==> config.mk <==
export PLATFORM = sky130hd
export DESIGN_NAME = fetch_unit
export DESIGN_NICKNAME = d
export VERILOG_FILES = /design/src/rtl/mips_pkg.sv /design/src/rtl/pc_reg.sv /design/src/rtl/fetch_unit.sv
export SDC_FILE = /design/constraint.sdc
export NUM_CORES = 1
export LEC_CHECK = 0
export ABC_AREA = 1
export BUFFER_PORTS_ARGS = -buffer_cell sky130_fd_sc_hd__buf_2
export CAP_MARGIN = 10
export CORE_ASPECT_RATIO = 1.75
export CORE_MARGIN = 3
export CORE_UTILIZATION = 40
export DETAILED_ROUTE_END_ITERATION = 10
export HOLD_SLACK_MARGIN = 0.06
export PLACE_DENSITY = 0.66
export SYNTH_ARGS = -nofsm -noshare
export SYNTH_HDL_FRONTEND = slang
export SYNTH_SLANG_ARGS = --single-unit
==> constraint.sdc <==
create_clock -name clk -period 3.9 [get_ports clk]
set_input_delay 0.585 -clock clk [delete_from_list [all_inputs] [get_ports clk]]
set_output_delay 0.585 -clock clk [all_outputs]
set_load 0.01 [all_outputs]
==> src/rtl/mips_pkg.sv <==
// Shared definitions for the MIPS fetch stage: FSM states and instruction-field constants.
// StHalt exists only when FETCH_ALIGN_CHECK_EN is defined.
package mips_pkg;

  typedef enum logic [2:0] {
    StIdle  = 3'd0,
    StFetch = 3'd1,
    StWait  = 3'd2,
    StHold  = 3'd3,
    StDrain = 3'd4
`ifdef FETCH_ALIGN_CHECK_EN
    ,
    StHalt  = 3'd5
`endif
  } fetch_state_e;

  localparam logic [31:0] NOP = 32'h0000_0000;

  localparam int unsigned OPCODE_MSB = 31;
  localparam int unsigned OPCODE_LSB = 26;

  localparam logic [31:0] PC_INC = 32'd4;

endpackage

==> src/rtl/pc_reg.sv <==
// Program counter register: async reset to RESET_PC, load has priority over increment.
module pc_reg
  import mips_pkg::*;
#(
  parameter logic [31:0] RESET_PC = 32'h0000_0000
) (
  input  logic        clk,
  input  logic        reset_n,
  input  logic        load,
  input  logic [31:0] load_pc,
  input  logic        inc,
  output logic [31:0] pc
);

  logic [31:0] pc_q;

  always_ff @(posedge clk or negedge reset_n) begin
    if (!reset_n) begin
      pc_q <= RESET_PC;
    end else if (load) begin
      pc_q <= load_pc;
    end else if (inc) begin
      pc_q <= pc_q + PC_INC;
    end
  end

  assign pc = pc_q;

endmodule

==> src/rtl/fetch_unit.sv <==
// Instruction fetch stage: holds the PC, issues single-outstanding imem requests, hands
// instructions to decode. Optional FETCH_ALIGN_CHECK_EN halts fetch on a misaligned redirect.
module fetch_unit
  import mips_pkg::*;
#(
  parameter logic [31:0] RESET_PC = 32'h0000_0000
) (
  input  logic        clk,
  input  logic        reset_n,
  output logic        imem_req,
  output logic [31:0] imem_addr,
  input  logic        imem_rvalid,
  input  logic [31:0] imem_rdata,
  output logic [31:0] instr,
  output logic [5:0]  opcode,
  output logic [31:0] instr_pc,
  output logic [31:0] pc_plus4,
  output logic        instr_valid,
  input  logic        instr_ready,
  input  logic        redirect_valid,
  input  logic [31:0] redirect_pc,
  output logic        fetch_misalign
);

  fetch_state_e state_q, state_d;

  logic [31:0] pc;
  logic [31:0] target_pc;
  logic        pc_load;
  logic        pc_inc;
  logic        capture;
  logic        halted;
  logic        misaligned;

  logic [31:0] instr_q;
  logic [31:0] instr_pc_q;
  logic [31:0] pc_plus4_q;
  logic        instr_valid_q;

`ifdef FETCH_ALIGN_CHECK_EN
  assign misaligned = (redirect_pc[1:0] != 2'b00);
  assign halted     = (state_q == StHalt);
`else
  logic unused_redirect_lsb;
  assign unused_redirect_lsb = ^redirect_pc[1:0];
  assign misaligned          = 1'b0;
  assign halted              = 1'b0;
`endif

  // Low bits are dropped so the PC can never become misaligned.
  assign target_pc = {redirect_pc[31:2], 2'b00};

  pc_reg #(
    .RESET_PC(RESET_PC)
  ) u_pc_reg (
    .clk    (clk),
    .reset_n(reset_n),
    .load   (pc_load),
    .load_pc(target_pc),
    .inc    (pc_inc),
    .pc     (pc)
  );

  always_comb begin
    state_d = state_q;
    pc_load = 1'b0;
    pc_inc  = 1'b0;
    capture = 1'b0;

    unique case (state_q)
      StIdle:  state_d = StFetch;
      StFetch: state_d = StWait;
      StWait: begin
        if (imem_rvalid) begin
          capture = 1'b1;
          pc_inc  = 1'b1;
          state_d = StHold;
        end
      end
      StHold: begin
        if (instr_valid_q && instr_ready) begin
          state_d = StFetch;
        end
      end
      StDrain: begin
        if (imem_rvalid) begin
          state_d = StFetch;
        end
      end
      default: state_d = state_q;
    endcase

    // Redirect overrides everything; a response arriving in the same cycle is the stale one,
    // so it is dropped and no drain is needed.
    if (redirect_valid && !halted && !misaligned) begin
      capture = 1'b0;
      pc_inc  = 1'b0;
      pc_load = 1'b1;
      unique case (state_q)
        StWait, StDrain: state_d = imem_rvalid ? StFetch : StDrain;
        default:         state_d = StFetch;
      endcase
    end

`ifdef FETCH_ALIGN_CHECK_EN
    if (redirect_valid && !halted && misaligned) begin
      capture = 1'b0;
      pc_inc  = 1'b0;
      state_d = StHalt;
    end
`endif
  end

  always_ff @(posedge clk or negedge reset_n) begin
    if (!reset_n) begin
      state_q       <= StIdle;
      instr_q       <= NOP;
      instr_pc_q    <= 32'h0000_0000;
      pc_plus4_q    <= PC_INC;
      instr_valid_q <= 1'b0;
    end else begin
      state_q       <= state_d;
      instr_valid_q <= (state_d == StHold);
      if (capture) begin
        instr_q    <= imem_rdata;
        instr_pc_q <= pc;
        pc_plus4_q <= pc + PC_INC;
      end
    end
  end

  assign imem_req    = (state_q == StFetch);
  assign imem_addr   = pc;
  assign instr       = instr_q;
  assign opcode      = instr_q[OPCODE_MSB:OPCODE_LSB];
  assign instr_pc    = instr_pc_q;
  assign pc_plus4    = pc_plus4_q;
  assign instr_valid = instr_valid_q;

  // Sticky by construction: only reset leaves StHalt.
`ifdef FETCH_ALIGN_CHECK_EN
  assign fetch_misalign = halted;
`else
  assign fetch_misalign = 1'b0;
`endif

endmodule
======== Word level (Yosys, flattened, before mapping) ========
Index checks and enable logic that the tools add are counted.
storage, ports and cells
  memory bits (writable) .................. 0
  bits in read-only memories .............. 0
  logic and storage cells ................. 29
  register bits after elaboration ......... 132
  output and inout port bits .............. 137
  memories kept ........................... 0
  bits in latches ......................... 0
  input port bits ......................... 69
cells by class
  equal/unequal tests ..................... 5
  reductions and logical operators ........ 4
  order comparisons ....................... 0
  divide/modulo/power cells ............... 0
  bitwise logic cells ..................... 0
  add/sub/neg operators ................... 1
  multiply operators ...................... 0
  shift-type cells ........................ 0
  muxes and demuxes ....................... 13
operators by type and width
  operator                                                         count
  32-bit two-way mux                                               2
  32-bit by 3-bit adder with 32-bit output, second input constant  1
  3-bit two-way mux                                                6
  3-bit one-hot mux with 5 select lines                            1
  3-bit by 2-bit == test with 1-bit output, second input constant  3
  1-bit two-way mux                                                4
  3-bit by 1-bit == test with 1-bit output, second input constant  1
  3-bit == test, second input constant                             1
  3-bit zero test                                                  1
  2-bit nonzero test                                               1
  2-bit OR reduction                                               1
  1-bit logical AND                                                1

======== Longest topological paths before layout ========
  depth after elaboration ................. 5
  gate-level depth with buffers ........... 10
  depth with buffers taken out ............ 10

======== By module ========
Synthesis repeated with hierarchy kept, for this count alone.
unflattened totals
  cells, all modules ...................... 892
  area, all modules ....................... 6661.4 um2
by module, submodules not included
  module      times used  seq. area each (um2)  area an instance (um2)  cells each
  fetch_unit  1           2453.6                4501.8                  577
  pc_reg      1           800.8                 2159.6                  315

======== Worst setup path after synthesis ========
No wires, ideal clock.
  path type ............................... input port to flip-flop
  from .................................... input redirect_valid
  to ...................................... register u_pc_reg.pc_q[13] (netlist: u_pc_reg.pc[13])
  arrival ................................. 1.428 ns
  path buffers ............................ 2
  data required time ...................... 3.776 ns
  stages .................................. 7
  slack ................................... 2.349 ns
  setup time .............................. 0.124 ns
  cell sequence ........................... clkbuf_1 > inv_1 > nand2_1 > clkbuf_1 > o21ai_0 > inv_1 > nand2_1
between the ends
  word-level cells in the longest chain between the ends .. 2
  elaborated cells on any way between the ends .. 4
  those cells by class .................... mux: 3; reduce/logical: 1
ends and longest elaborated chain
  element                                                          RTL line          source
  start, declared                                                  fetch_unit.sv:20  input logic redirect_valid,
  1-bit two-way mux                                                fetch_unit.sv:95  if (redirect_valid && !halted && !misaligned) begin
  32-bit two-way mux / 2-bit nonzero test (equally long branches)  --
  end signal, assigned                                             pc_reg.sv:21      pc_q <= load_pc;
  end signal, assigned                                             pc_reg.sv:23      pc_q <= pc_q + PC_INC;
  end, declared                                                    pc_reg.sv:15      logic [31:0] pc_q;
Parallel ways exist; a longest one is shown, timed or not.
A chain may end at the register's enable or synchronous reset.

======== Worst setup path in the final report ========
  from .................................... register state_q[0]
  to ...................................... register pc_plus4_q[29] (netlist: pc_plus4[29])
between the ends
  word-level cells in the longest chain between the ends .. 3
ends and longest elaborated chain
  element                                   RTL line           source
  start, declared                           fetch_unit.sv:25   fetch_state_e state_q, state_d;
  start signal, assigned                    fetch_unit.sv:116  state_q <= StIdle;
  start signal, assigned                    fetch_unit.sv:122  state_q <= state_d;
  3-bit by 2-bit == test with 1-bit output  fetch_unit.sv:70   unique case (state_q)
  1-bit two-way mux                         fetch_unit.sv:70
  1-bit two-way mux                         fetch_unit.sv:95
  end signal, assigned                      fetch_unit.sv:127  pc_plus4_q <= pc + PC_INC;
  end, declared                             fetch_unit.sv:37   logic [31:0] pc_plus4_q;
Every way passes these cells.

==> flow_metrics.tcl <==
set metrics [dict create \
    yosys-top-cells-area "dfrtp_1, nand2_1, inv_1, nand3_1, nor2_1" \
    synth_top_family_by_area "simple AND/OR/NAND/NOR gates" \
    ctsResizeCount 0 \
    synth_top_area_share_pct 54.0 \
    first_pass_iters 5 \
    internal_power_w 0.00329 \
    vias 5279 \
    hold_viol_final 0 \
    min_period_ns 2.14 \
    fp.dieW_um 97.0 \
    cts_post_setup_buffers_inserted 0 \
    critPathRequiredTime_ns 4.19 \
    grt_pass1_vias 5277 \
    p_per_area_nw_per_um2 666 \
    placed_cells 1105 \
    routed_wl_um 16500 \
    path_class "reg -> reg" \
    final_cells 1137 \
    status "complete, no violations" \
    start_util_pct 41.2 \
    worst-slew-pin-transition_ns 0.817 \
    cp-endpoint "pc_plus4[29]" \
    vdd_drop_max_v 0.000322 \
    fin_nets 1017 \
    gp_congestion 0.877 \
    synth_compound_area_share_pct 5.45 \
    period_share_pct 54.8 \
    clk_path_buf_depth 2 \
    cap_violations 0 \
    grt_max_degree 89 \
    clockPowerShare_pct 30.4 \
    fp.dieArea_um2 16000 \
    synth-simple-area-share_pct 31.3 \
    drtIter0Drc 249 \
    postRouteAntennaNets 0 \
    ys_warn_count 0 \
    fin_ws_ns 1.76 \
    grt_pass1_wl_um 26600 \
    rsz0062_at_grt "false" \
    grt_antenna_before_repair 0 \
    drive_gt1_share_pct 25.4 \
    htree_levels 4 \
    place_ws_ns 1.41 \
    routed_via_density 4.64 \
    final.setup_skew_ns 0.00919 \
    synth_top_area_cell "dfrtp_1" \
    netlist_instances 755 \
    die_h_um 165 \
    largest_reg_flops 32 \
    arrival_ns 2.43 \
    whs_ns 0.229 \
    io_buffers 196 \
    tns_ns 0 \
    endpoint_kind "flip-flop" \
    r2r-end "pc_plus4[29]" \
    finalSetupViolCount 0 \
    n_fill_cell 1430 \
    syn_avg_cell_area_um2 7.67 \
    core_area_um2 14000 \
    tritoncts "done" \
    io_pins 206 \
    synth_cell_type_count 23 \
    clock_sinks 126 \
    syn-cell-area_um2 5790 \
    path_clk_slew_ns 0.06 \
    multiInputGateArea_um2 2210 \
    area_growth_pct 28.5 \
    cp_max_fo 55 \
    rows 57 \
    antennaDiodeCount 0 \
    layout_commonest_cell "nand2_1" \
    layout_common_cells "nand2_1, buf_2, dfrtp_1, inv_1, nor2_1" \
    synth_mux_area_share_pct 0 \
    globalRouteOverflowTotal 0 \
    track_usage_pct 20.9 \
    p_comb_share_pct 28.5 \
    ys_ff_latch 126 \
    startpoint "state_q[0]" \
    hpwlAfterDp_um 12100 \
    synth_adder_area_share_pct 0.216 \
    swShare_pct 33.6 \
    p_sw_w 0.00166 \
    crit-reg2reg-launch "state_q[0]" \
    numCtsBuffers 17 \
    maxSlewHeadroom_pct 45.5 \
    root_buffer "clkbuf_16" \
    leakage_nw 4.28 \
    seqPwrFrac_pct 41.1 \
    hold_class "in -> async" \
    rr_worst_depth 7 \
    seq_area_um2 3150 \
    yosys.area_share.xor_xnor_pct 0.756 \
    clock.fmax_ghz 0.468 \
    route.detailed.drc 0 \
    synth-seq-area-share_pct 54.5 \
    wl_per_cell_um 14.5 \
    r2r_slack_ns 1.76 \
    startpoint_type "flip-flop" \
    ctsHoldBuffers 0 \
    maxSlewViolCount 0 \
    clk_latency_ns 0.41 \
]
==> area by class of cell <==
class | count | area share, %
inverter | 63 | 3.20
multi-input combinational | 534 | 29.7
tap | 177 | 2.98
clock inverter | 11 | 1.60
timing repair buffer | 205 | 14.2
clock buffer | 21 | 5.92
sequential | 126 | 42.4
==> kinds of logic after synthesis <==
| logic type | after synthesis |
|---|---|
| buffers and inverters | 101 |
| adders and majority gates | 1 |
| DFF | 126 |
| AOI/OAI and AO/OA | 61 |
| and+or+nand+nor | 460 |
| other | 1 |
| xor gates and xnor gates | 5 |
==> synthesized netlist by cell type <==
| cell | n |
|---|---|
| o21a_1 | 1 |
| xor2_1 | 5 |
| clkbuf_1 | 10 |
| a21oi_1 | 6 |
| o21ai_1 | 27 |
| nand3_1 | 35 |
| dfstp_2 | 1 |
| ha_1 | 1 |
| buf_4 | 13 |
| conb_1 | 1 |
| nor2_2 | 4 |
| nand2_2 | 2 |
| dfrtp_1 | 125 |
| nor2_1 | 44 |
| nand3b_1 | 1 |
| o21ai_0 | 24 |
| nor2_4 | 3 |
| nand2_1 | 369 |
| nor3_1 | 2 |
| inv_1 | 62 |
| inv_2 | 1 |
| buf_2 | 15 |
| o211ai_1 | 3 |
==> power groups by stage <==
stage	logic (W)	clock network, W	registers (W)
detailed placement	0.00144	0	0.00206
global placement	0.00141	0	0.00205
floorplan	0.000545	0	0.00228
global route	0.00160	0.00160	0.00211
CTS	0.00144	0.00154	0.00204
finish	0.00141	0.00151	0.00204
==> routing by layer <==
layer | wire length, um | vias to the layer above | share of wire (%) | track usage [%]
met1 | 6570 | 2427 | 40 | 23.9
met2 | 8860 | 146 | 54 | 38.3
met4 | 392 | 0 | 2.4 | 9.07
met5 | 0 | - | 0 | 0
li1 | - | 2685 | - | -
met3 | 655 | 21 | 4.0 | 3.57
==> how the worst min path moves through the flow <==
stage | end | slack (ns) | startpoint | depth (start not counted)
2_1_floorplan | instr[0] | 0.29 | reset_n | 0
3_3_place_gp | instr[1] | 0.45 | instr[1] | 2
3_5_place_dp | instr[7] | 0.45 | instr[7] | 2
4_1_cts | pc_plus4[12] | 0.27 | reset_n | 1
5_1_grt | instr_pc[10] | 0.29 | reset_n | 1
6_report | pc_plus4[8] | 0.23 | reset_n | 1
==> worst max-delay path, cell delays in order, from the launching register on <==
cell      delay, ns
dfrtp_1        0.42
nor2_1         0.12
nand2_1        0.11
nor2_4         0.11
clkinv_2       0.62
buf_4          0.48
nand2_1        0.10
nand2_1        0.05
==> through the flow <==
stage / utilization [%] / total power, W / instance area (um^2)
floorplan: - / 0.00282 / 5810
global placement: 49.0 / 0.00347 / 6880
detailed placement: 49.0 / 0.00350 / 6880
CTS: 53.0 / 0.00502 / 7440
global route: 53.0 / 0.00531 / 7440
finish: 53.0 / 0.00495 / 7440
(Power assumes the default switching activity.)
